## config.mk

```make
export PLATFORM = sky130hd
export DESIGN_NAME = pwm_duty_sched
export DESIGN_NICKNAME = d
export VERILOG_FILES = /design/src/rtl/pwm_duty_sched.sv
export SDC_FILE = /design/constraint.sdc
export NUM_CORES = 1
export LEC_CHECK = 0
export ABC_AREA = 1
export ABC_CLOCK_PERIOD_IN_PS = 3100
export CAP_MARGIN = 25
export CORE_UTILIZATION = 45
export DETAILED_ROUTE_END_ITERATION = 16
export MAX_ROUTING_LAYER = met4
export PLACE_DENSITY_LB_ADDON = 0.2
export SYNTH_ARGS = -nofsm -noshare
export SYNTH_HDL_FRONTEND = slang
export SYNTH_SLANG_ARGS = --single-unit
```

## constraint.sdc

```tcl
create_clock -name clk -period 3.1 [get_ports clk]
set_input_delay 0.31 -clock clk [delete_from_list [all_inputs] [get_ports clk]]
set_output_delay 0.31 -clock clk [all_outputs]
set_load 0.005 [all_outputs]
```

## src/rtl/pwm_duty_sched.sv

```systemverilog
// -----------------------------------------------------------------------------
// pwm_duty_sched
//
// Sequences the 11-bit duty word of the PWM11 generator. Signed speed commands
// arrive over a valid/ready handshake and become an offset-binary target that
// is clamped to the range where PWM11 non-overlap arithmetic stays valid. The
// applied duty moves toward the target by at most SLEW_STEP per PWM period and
// only changes on PWM_synch. Unblanked over-current seen in FAULT_LIMIT
// consecutive periods latches a fault that parks the bridge at 50% duty.
//
// Ports:
//   clk          system clock
//   rst          synchronous, active-high reset
//   en           drive enable
//   cmd_vld      speed command valid
//   cmd_rdy      block can accept a command (low only while faulted)
//   cmd_spd      signed speed command, -1024..+1023
//   PWM_synch    one-cycle pulse from PWM11 at counter zero
//   ovr_I_blank  PWM11 over-current blanking window
//   ovr_I        raw over-current comparator
//   clr_fault    fault clear request (honoured only with en low)
//   duty         duty word to PWM11
//   fault        latched over-current fault
//   at_tgt       duty equals target while running
// -----------------------------------------------------------------------------
module pwm_duty_sched #(
  parameter logic [10:0] SLEW_STEP   = 11'd16,
  parameter logic [10:0] MIN_DUTY    = 11'h040,
  parameter logic [10:0] MAX_DUTY    = 11'h7BF,
  parameter logic [2:0]  FAULT_LIMIT = 3'd4
) (
  input  logic        clk,
  input  logic        rst,
  input  logic        en,
  input  logic        cmd_vld,
  output logic        cmd_rdy,
  input  logic [10:0] cmd_spd,
  input  logic        PWM_synch,
  input  logic        ovr_I_blank,
  input  logic        ovr_I,
  input  logic        clr_fault,
  output logic [10:0] duty,
  output logic        fault,
  output logic        at_tgt
);

  localparam logic [10:0] MID_DUTY = 11'h400;

  typedef enum logic [1:0] {
    S_IDLE,
    S_RUN,
    S_RAMP_DN,
    S_FAULT
  } state_t;

  state_t      state_q, state_d;
  logic [10:0] duty_q, duty_d;
  logic [10:0] target_q, target_d;
  logic        fault_q, fault_d;
  logic [2:0]  fault_cnt_q, fault_cnt_d;
  logic        oc_seen_q, oc_seen_d;
  logic        at_tgt_q, at_tgt_d;

  logic        oc_now;
  logic        oc_per;
  logic [2:0]  cnt_inc;
  logic        trip;

  // Speed to offset binary: flipping the sign bit adds 0x400.
  function automatic logic [10:0] clamp_duty(input logic [10:0] spd);
    logic [10:0] ofs;
    ofs = {~spd[10], spd[9:0]};
    if (ofs < MIN_DUTY)      return MIN_DUTY;
    else if (ofs > MAX_DUTY) return MAX_DUTY;
    else                     return ofs;
  endfunction

  // One slew step toward goal; 12-bit intermediates so neither direction wraps.
  function automatic logic [10:0] slew_toward(input logic [10:0] cur,
                                              input logic [10:0] goal);
    logic [11:0] up;
    logic [11:0] dn;
    up = {1'b0, cur} + {1'b0, SLEW_STEP};
    dn = {1'b0, cur} - {1'b0, SLEW_STEP};
    if (cur < goal)      return (up > {1'b0, goal}) ? goal : up[10:0];
    else if (cur > goal) return (dn[11] || (dn < {1'b0, goal})) ? goal : dn[10:0];
    else                 return cur;
  endfunction

  assign cmd_rdy = (state_q != S_FAULT);
  assign oc_now  = ovr_I && !ovr_I_blank;
  assign oc_per  = oc_seen_q || oc_now;
  assign cnt_inc = (fault_cnt_q == 3'd7) ? 3'd7 : fault_cnt_q + 3'd1;

  always_comb begin
    // NOTE: every signal written here gets a default first, so no path can
    // leave one unassigned and infer a latch.
    state_d     = state_q;
    duty_d      = duty_q;
    target_d    = target_q;
    fault_d     = fault_q;
    fault_cnt_d = fault_cnt_q;
    oc_seen_d   = oc_seen_q;
    trip        = 1'b0;

    // Registered target is what this cycle's slew sees, so a command landing
    // on a PWM_synch cycle only steers the following period.
    if (cmd_vld && cmd_rdy) target_d = clamp_duty(cmd_spd);

    // Over-current is judged per PWM period: any unblanked hit in the period
    // counts once, at the period boundary.
    if (state_q == S_RUN || state_q == S_RAMP_DN) begin
      if (PWM_synch) begin
        oc_seen_d   = 1'b0;
        fault_cnt_d = oc_per ? cnt_inc : 3'd0;
        trip        = oc_per && (cnt_inc == FAULT_LIMIT);
      end else begin
        oc_seen_d   = oc_seen_q || oc_now;
      end
    end

    unique case (state_q)
      S_IDLE: begin
        duty_d = MID_DUTY;
        if (en && PWM_synch) state_d = S_RUN;
      end
      S_RUN: begin
        if (PWM_synch) duty_d = slew_toward(duty_q, target_q);
        if (trip)      state_d = S_FAULT;
        else if (!en)  state_d = S_RAMP_DN;
      end
      S_RAMP_DN: begin
        if (PWM_synch)               duty_d  = slew_toward(duty_q, MID_DUTY);
        if (trip)                    state_d = S_FAULT;
        else if (en)                 state_d = S_RUN;
        else if (duty_q == MID_DUTY) state_d = S_IDLE;
      end
      S_FAULT: begin
        duty_d = MID_DUTY;
        if (clr_fault && !en) begin
          state_d = S_IDLE;
          fault_d = 1'b0;
        end
      end
      default: state_d = S_IDLE;
    endcase

    // Entering FAULT parks the bridge immediately, bypassing the slew limit.
    if (state_d == S_FAULT) begin
      duty_d  = MID_DUTY;
      fault_d = 1'b1;
    end

    if (state_d == S_IDLE || state_d == S_FAULT) begin
      fault_cnt_d = 3'd0;
      oc_seen_d   = 1'b0;
    end

    // Computed from next-state values so at_tgt lines up with duty.
    at_tgt_d = (state_d == S_RUN) && (duty_d == target_d);
  end

  always_ff @(posedge clk) begin
    // NOTE: sequential state uses non-blocking assignments so every register
    // samples the pre-edge values regardless of statement order.
    if (rst) begin
      state_q     <= S_IDLE;
      duty_q      <= MID_DUTY;
      target_q    <= MID_DUTY;
      fault_q     <= 1'b0;
      fault_cnt_q <= 3'd0;
      oc_seen_q   <= 1'b0;
      at_tgt_q    <= 1'b0;
    end else begin
      state_q     <= state_d;
      duty_q      <= duty_d;
      target_q    <= target_d;
      fault_q     <= fault_d;
      fault_cnt_q <= fault_cnt_d;
      oc_seen_q   <= oc_seen_d;
      at_tgt_q    <= at_tgt_d;
    end
  end

  assign duty   = duty_q;
  assign fault  = fault_q;
  assign at_tgt = at_tgt_q;

endmodule
```

[Word-level counts from Yosys, hierarchy flattened]
Index checks and enable logic that the tools add are counted.
Storage, ports and cells
  bits in registers: 30
  bits in latches: 0
  bits in writable memories: 0
  memory bits (read-only): 0
  bits of input ports: 19
  output and inout port bits: 14
  memories kept: 0
Operators by class
  $add $sub $neg: 3
  multipliers: 0
  div/mod/pow operators: 0
  magnitude comparators: 10
  eq/ne operators: 10
  shift operators: 0
  multiplexer cells: 31
  bitwise operators: 1
  reductions and logical operators: 21
Operators with widths (count)
  $mux W11: 14
  $pmux W11 S3: 1
  $gt A11 B11 Y1 const B: 2
  $mux W2: 7
  $add A11 B5 Y12 const B: 1
  $gt A12 B11 Y1: 1
  $gt A12 B11 Y1 const B: 1
  $lt A12 B11 Y1: 1
  $lt A12 B11 Y1 const B: 1
  $sub A11 B5 Y12 const B: 1
  $eq A11 B11 Y1: 1
  $eq A11 B11 Y1 const B: 1
  $gt A11 B11 Y1: 1
  $lt A11 B11 Y1: 1
  $lt A11 B11 Y1 const B: 1
  $lt A11 B7 Y1 const B: 1
  $pmux W2 S4: 1
  $eq A2 B2 Y1 const B: 3
  $eq A3 B3 Y1 const B: 2
  $logic_and A1 B1 Y1: 6
  $mux W1: 6
  $mux W3: 2
  $logic_or A1 B1 Y1: 5
  $eq A2 B1 Y1 const B: 2
  8 further kinds: 13

[Depth between registers and ports, before layout]
  depth in word-level cells: 12
  mapped depth: 26
  mapped depth without buffers: 26

[Least setup slack after synthesis]
OpenSTA, ideal clock, no wires.
  path kind: register to register
  start point: register state_q[0]
  end point: register at_tgt_q, in the netlist at_tgt
  library setup time: 0.062 ns
  arrival: 3.047 ns
  data required time: 3.038 ns
  slack: -0.009 ns
  stages on the path, launching flop included: 24
  buffers on the path: 1
  path through: dfxtp_1 inv_1 ha_1 nand2_1 nor2_1 o21ai_0 nand3b_1 o31ai_1 a2111o_1 o21ai_0 inv_1 ha_1 clkbuf_1 a21oi_1 nand2_1 nor2_1 nand2_1 nand2_1 nand2_1 nor2_1 nand2_1 nor2_1 nand2_1 nor2_2
On the way
  word-level cells in the longest chain between the ends: 9
  elaborated cells on any way between the ends: 24
Ends and longest elaborated chain
  start: declaration: line 56  | state_t state_q, state_d;
  start signal: assignment: line 175  | state_q <= state_d;
  $eq A2 B1 Y1 or $eq A2 B2 Y1 (tied branches): line 112, 122
  $logic_or A1 B1 Y1: line 112  | if (state_q == S_RUN || state_q == S_RAMP_DN) begin
  $mux W1: line 112
  $mux W2 (on tied branches): line 134, 129
  $pmux W2 S4 (*): line 122  | unique case (state_q)
  named net state_d[1]: line 56
  $eq A2 B2 Y1: line 149  | if (state_d == S_FAULT) begin
  $mux W11: line 149
  $eq A11 B11 Y1: line 160  | at_tgt_d = (state_d == S_RUN) && (duty_d == target_d);
  $logic_and A1 B1 Y1 (*): line 160
  end signal: assignment: line 181  | at_tgt_q <= at_tgt_d;
  end: declaration: line 62  | logic at_tgt_q, at_tgt_d;
Mark *: on every way through the listed nets, which the timed path passes. The rest lies on a longest branch.
A chain may end at the register's enable or synchronous reset.

[Worst setup path after layout]
  start point: register duty_q[6], in the netlist duty[6]
  end point: register at_tgt_q, in the netlist at_tgt
On the way
  word-level cells in the longest chain between the ends: 11
  elaborated cells on any way between the ends: 33
Ends and longest elaborated chain
  start: declaration: line 57  | logic [10:0] duty_q, duty_d;
  start signal: assignment: line 176  | duty_q <= duty_d;
  $sub A11 B5 Y12: line 84  | dn = {1'b0, cur} - {1'b0, SLEW_STEP};
  $lt A12 B11 Y1: line 86  | else if (cur > goal) return (dn[11] || (dn < {1'b0, goal})) ? goal : dn[10:0];
  $logic_or A1 B1 Y1: line 86
  $mux W11 (2 in series): line 86
  $mux W11: line 85  | if (cur < goal) return (up > {1'b0, goal}) ? goal : up[10:0];
  $mux W11 (on tied branches): line 133, 128
  $pmux W11 S3: line 122
  $mux W11: line 149
  $eq A11 B11 Y1: line 160
  $logic_and A1 B1 Y1 (*): line 160
Every way passes the cells marked *; elsewhere a longest branch is shown, timed or not.

==> out/metrics.cfg <==
[cells_and_area]
num-fill-cells = 698
drive_gt1_frac = 0.240
diodes = 0
nets = 728
stdcell_area_um2 = 4690
area_growth_pct = 35.0

[detailed_routing]
route.detailed.drc = 0
drtPass1Iterations = 5
antenna_left = 0
viasPerCell = 5.41
wl_per_cell_um = 15.1
drt_wl_total_mm = 11.7
vias = 4184
first_iter_violations = 311

[synthesis]
synth_flop_cell = dfxtp_1
syn-instance-count = 583
yosysTopAreaCellShare = 0.173
ys_warn_count = 0
synth_area_per_cell_um2 = 5.96
synthArstFlopShare = 0
ys_seq_area_frac = 0.173
synth_nets = 637
synth_top_area_cell = dfxtp_1
synth_edf_count = 0
yosysUniqueCellTypes = 44
synthTopCellsByCount = 142 x nand2_1, 83 x inv_1, 71 x nor2_1
synth.cell_area_um2 = 3470
yosys-top-cells-area = dfxtp_1 17%, nand2_1 15%, ha_1 13%
synth.most_common_cell = nand2_1
ys_ff_latch = 30

[status]
status = complete, no violations

[worst_hold_path]
min_delay_path_depth = 2
hp-class = reg -> reg
min_from = fault

[floorplanning]
die_y_um = 89.8
die_x_um = 89.8
ioPinCount = 33
core-area_um2 = 7370
start_util = 0.471
num_rows = 31
die_area_um2 = 8070

[grt]
grt_overflow = 0
grt_pass1_wl_mm = 18.2
grt_max_degree = 19
track_usage = 0.288
first_global_vias = 3748
antenna_found_initial = 0

[sta]
fin_crit_ns = 3.02
max_freq_ghz = 0.332
post-route-period-util = 0.973
rsz0062_at_grt = true
maxSlewViolCount = 0
final-setup-viol-count = 0
hold_viol_final = 0
worst-slew-pin-transition_ns = 0.597
fin_skew_ns = 0.00202
slew_headroom = 0.601

[clock_tree]
insertion_delay_ns = 0.28
clk_pin_slew_worst_paths_ns = 0.06
clock_sinks = 30
cts_tree = built
hold_buffers = 0
numCtsBuffers = 5
htreeDepth = 2
cts-root-buf = clkbuf_8
clockBufferDepth = 2

[placement]
gp_congestion = 0.956
io_buffers = 32
dpl_cell_area_um2 = 4250
hpwl_mm = 8.94

[setup_path]
startpoint = duty[6]
worstSetupPathType = reg -> reg
end_kind = flip-flop
reg2regPathDepth = 24
required_ns = 3.32
worst-path-max-fanout = 7
cp.arrival_ns = 3.24
r2r-start = duty[6]
startpoint_type = flip-flop

[power]
power.density_nw_per_um2 = 883
peakVddDrop_v = 0.000463
total_power_mw = 4.14
power_leakage_nw = 2.27

[job]
drv_cap = 0

==> cells by family after synthesis <==
family,Yosys count,synth area share
adders and majority gates,35,0.126
xor gates and xnor gates,5,0.0126
DFF,30,0.173
AOI/OAI and AO/OA,93,0.157
buffers and inverters,105,0.123
and+or+nand+nor,315,0.408
==> worst paths after layout <==
check / endpoint / slack (ns)
setup / recovery: at_tgt / 0.08
hold reg to reg: fault / 0.49
setup reg to reg: at_tgt / 0.08
hold / removal: fault / 0.49
==> area by class of cell <==
| cell class | instances | area [um^2] | share of cell area |
|---|---|---|---|
| multi-input cells | 450 | 2700 | 0.577 |
| clock buffers | 7 | 76.3 | 0.0163 |
| inverters | 90 | 345 | 0.0737 |
| well taps | 99 | 124 | 0.0264 |
| flip-flops and latches | 30 | 618 | 0.132 |
| repair buffers | 97 | 820 | 0.175 |
==> worst max-delay path: stages, from the launching register on <==
cell     delay, ns
dfxtp_4       0.38
buf_4         0.14
inv_1         0.08
nand2_1       0.10
nor2_4        0.13
nand3_2       0.10
and2_4        0.20
ha_4          0.27
nand3_2       0.09
nor2_4        0.13
nand3_2       0.10
nand3_4       0.17
buf_6         0.13
nand3_1       0.06
nand3_1       0.12
nand3_2       0.09
nand2_2       0.09
nand2_2       0.05
nand2_1       0.05
nand2_1       0.05
nor2_1        0.08
nand2_1       0.06
nor2_1        0.09
nand2_1       0.07
nor2_2        0.10
==> state kept, by name, indices dropped and copies added, names as in the netlist <==
register,count
at_tgt,1
state_q,2
target_q,11
fault_cnt_q,3
duty,11
oc_seen_q,1
fault,1
==> per-layer routing <==
layer | GRT usage | wire length [um] | vias up
met1 | 0.362 | 5170 | 1897
met5 | - | 0 | -
met2 | 0.467 | 5300 | 179
met4 | 0.127 | 493 | 0
li1 | - | - | 2070
met3 | 0.0330 | 746 | 38
==> cell usage in the layout (no fill, tap or decap), types with 3 or more instances in the layout <==
cell,instances
a21oi_1,37
a21oi_2,4
buf_4,62
buf_6,3
clkbuf_8,5
clkdlybuf4s50_1,32
dfxtp_1,22
dfxtp_2,5
dfxtp_4,3
ha_1,29
ha_4,5
inv_1,78
inv_2,9
nand2_1,130
nand2_2,19
nand2_4,5
nand2_8,3
nand3_1,56
nand3_2,12
nand3b_1,4
nor2_1,64
nor2_2,9
nor2_4,5
nor3_1,5
o21ai_0,19
o21ai_1,6
o22ai_1,7
o31ai_1,4
==> through the flow <==
step | TNS [ns] | util | worst slack, ns | std cells | hold slack (ns)
floorplan | 0 | - | 0.0501 | 583 | 0.459
global placement | -0.00614 | 0.577 | -0.00614 | 755 | 0.466
detailed placement | -0.131 | 0.577 | -0.131 | 755 | 0.469
CTS | 0 | 0.588 | 0.0284 | 762 | 0.484
global route | -0.109 | 0.636 | -0.109 | 773 | 0.530
finish | 0 | 0.636 | 0.0850 | 773 | 0.489
==> timing repair <==
item                                    in CTS  in global routing
gates cloned                                 0                  2
buffers inserted                             0                  9
gates resized for setup                      5                 72
pin swaps                                    1                 29
endpoints found under the setup margin       1                  7
==> where the power goes <==
| group | switching [mW] | internal, mW | leakage [nW] | total, mW |
|---|---|---|---|---|
| sequential | 0.0782 | 0.445 | 0.249 | 0.523 |
| clock | 0.137 | 0.154 | 0.0383 | 0.291 |
| combinational | 1.96 | 1.36 | 1.98 | 3.32 |
| total | 2.17 | 1.96 | 2.27 | 4.14 |
(Power assumes the default switching activity.)
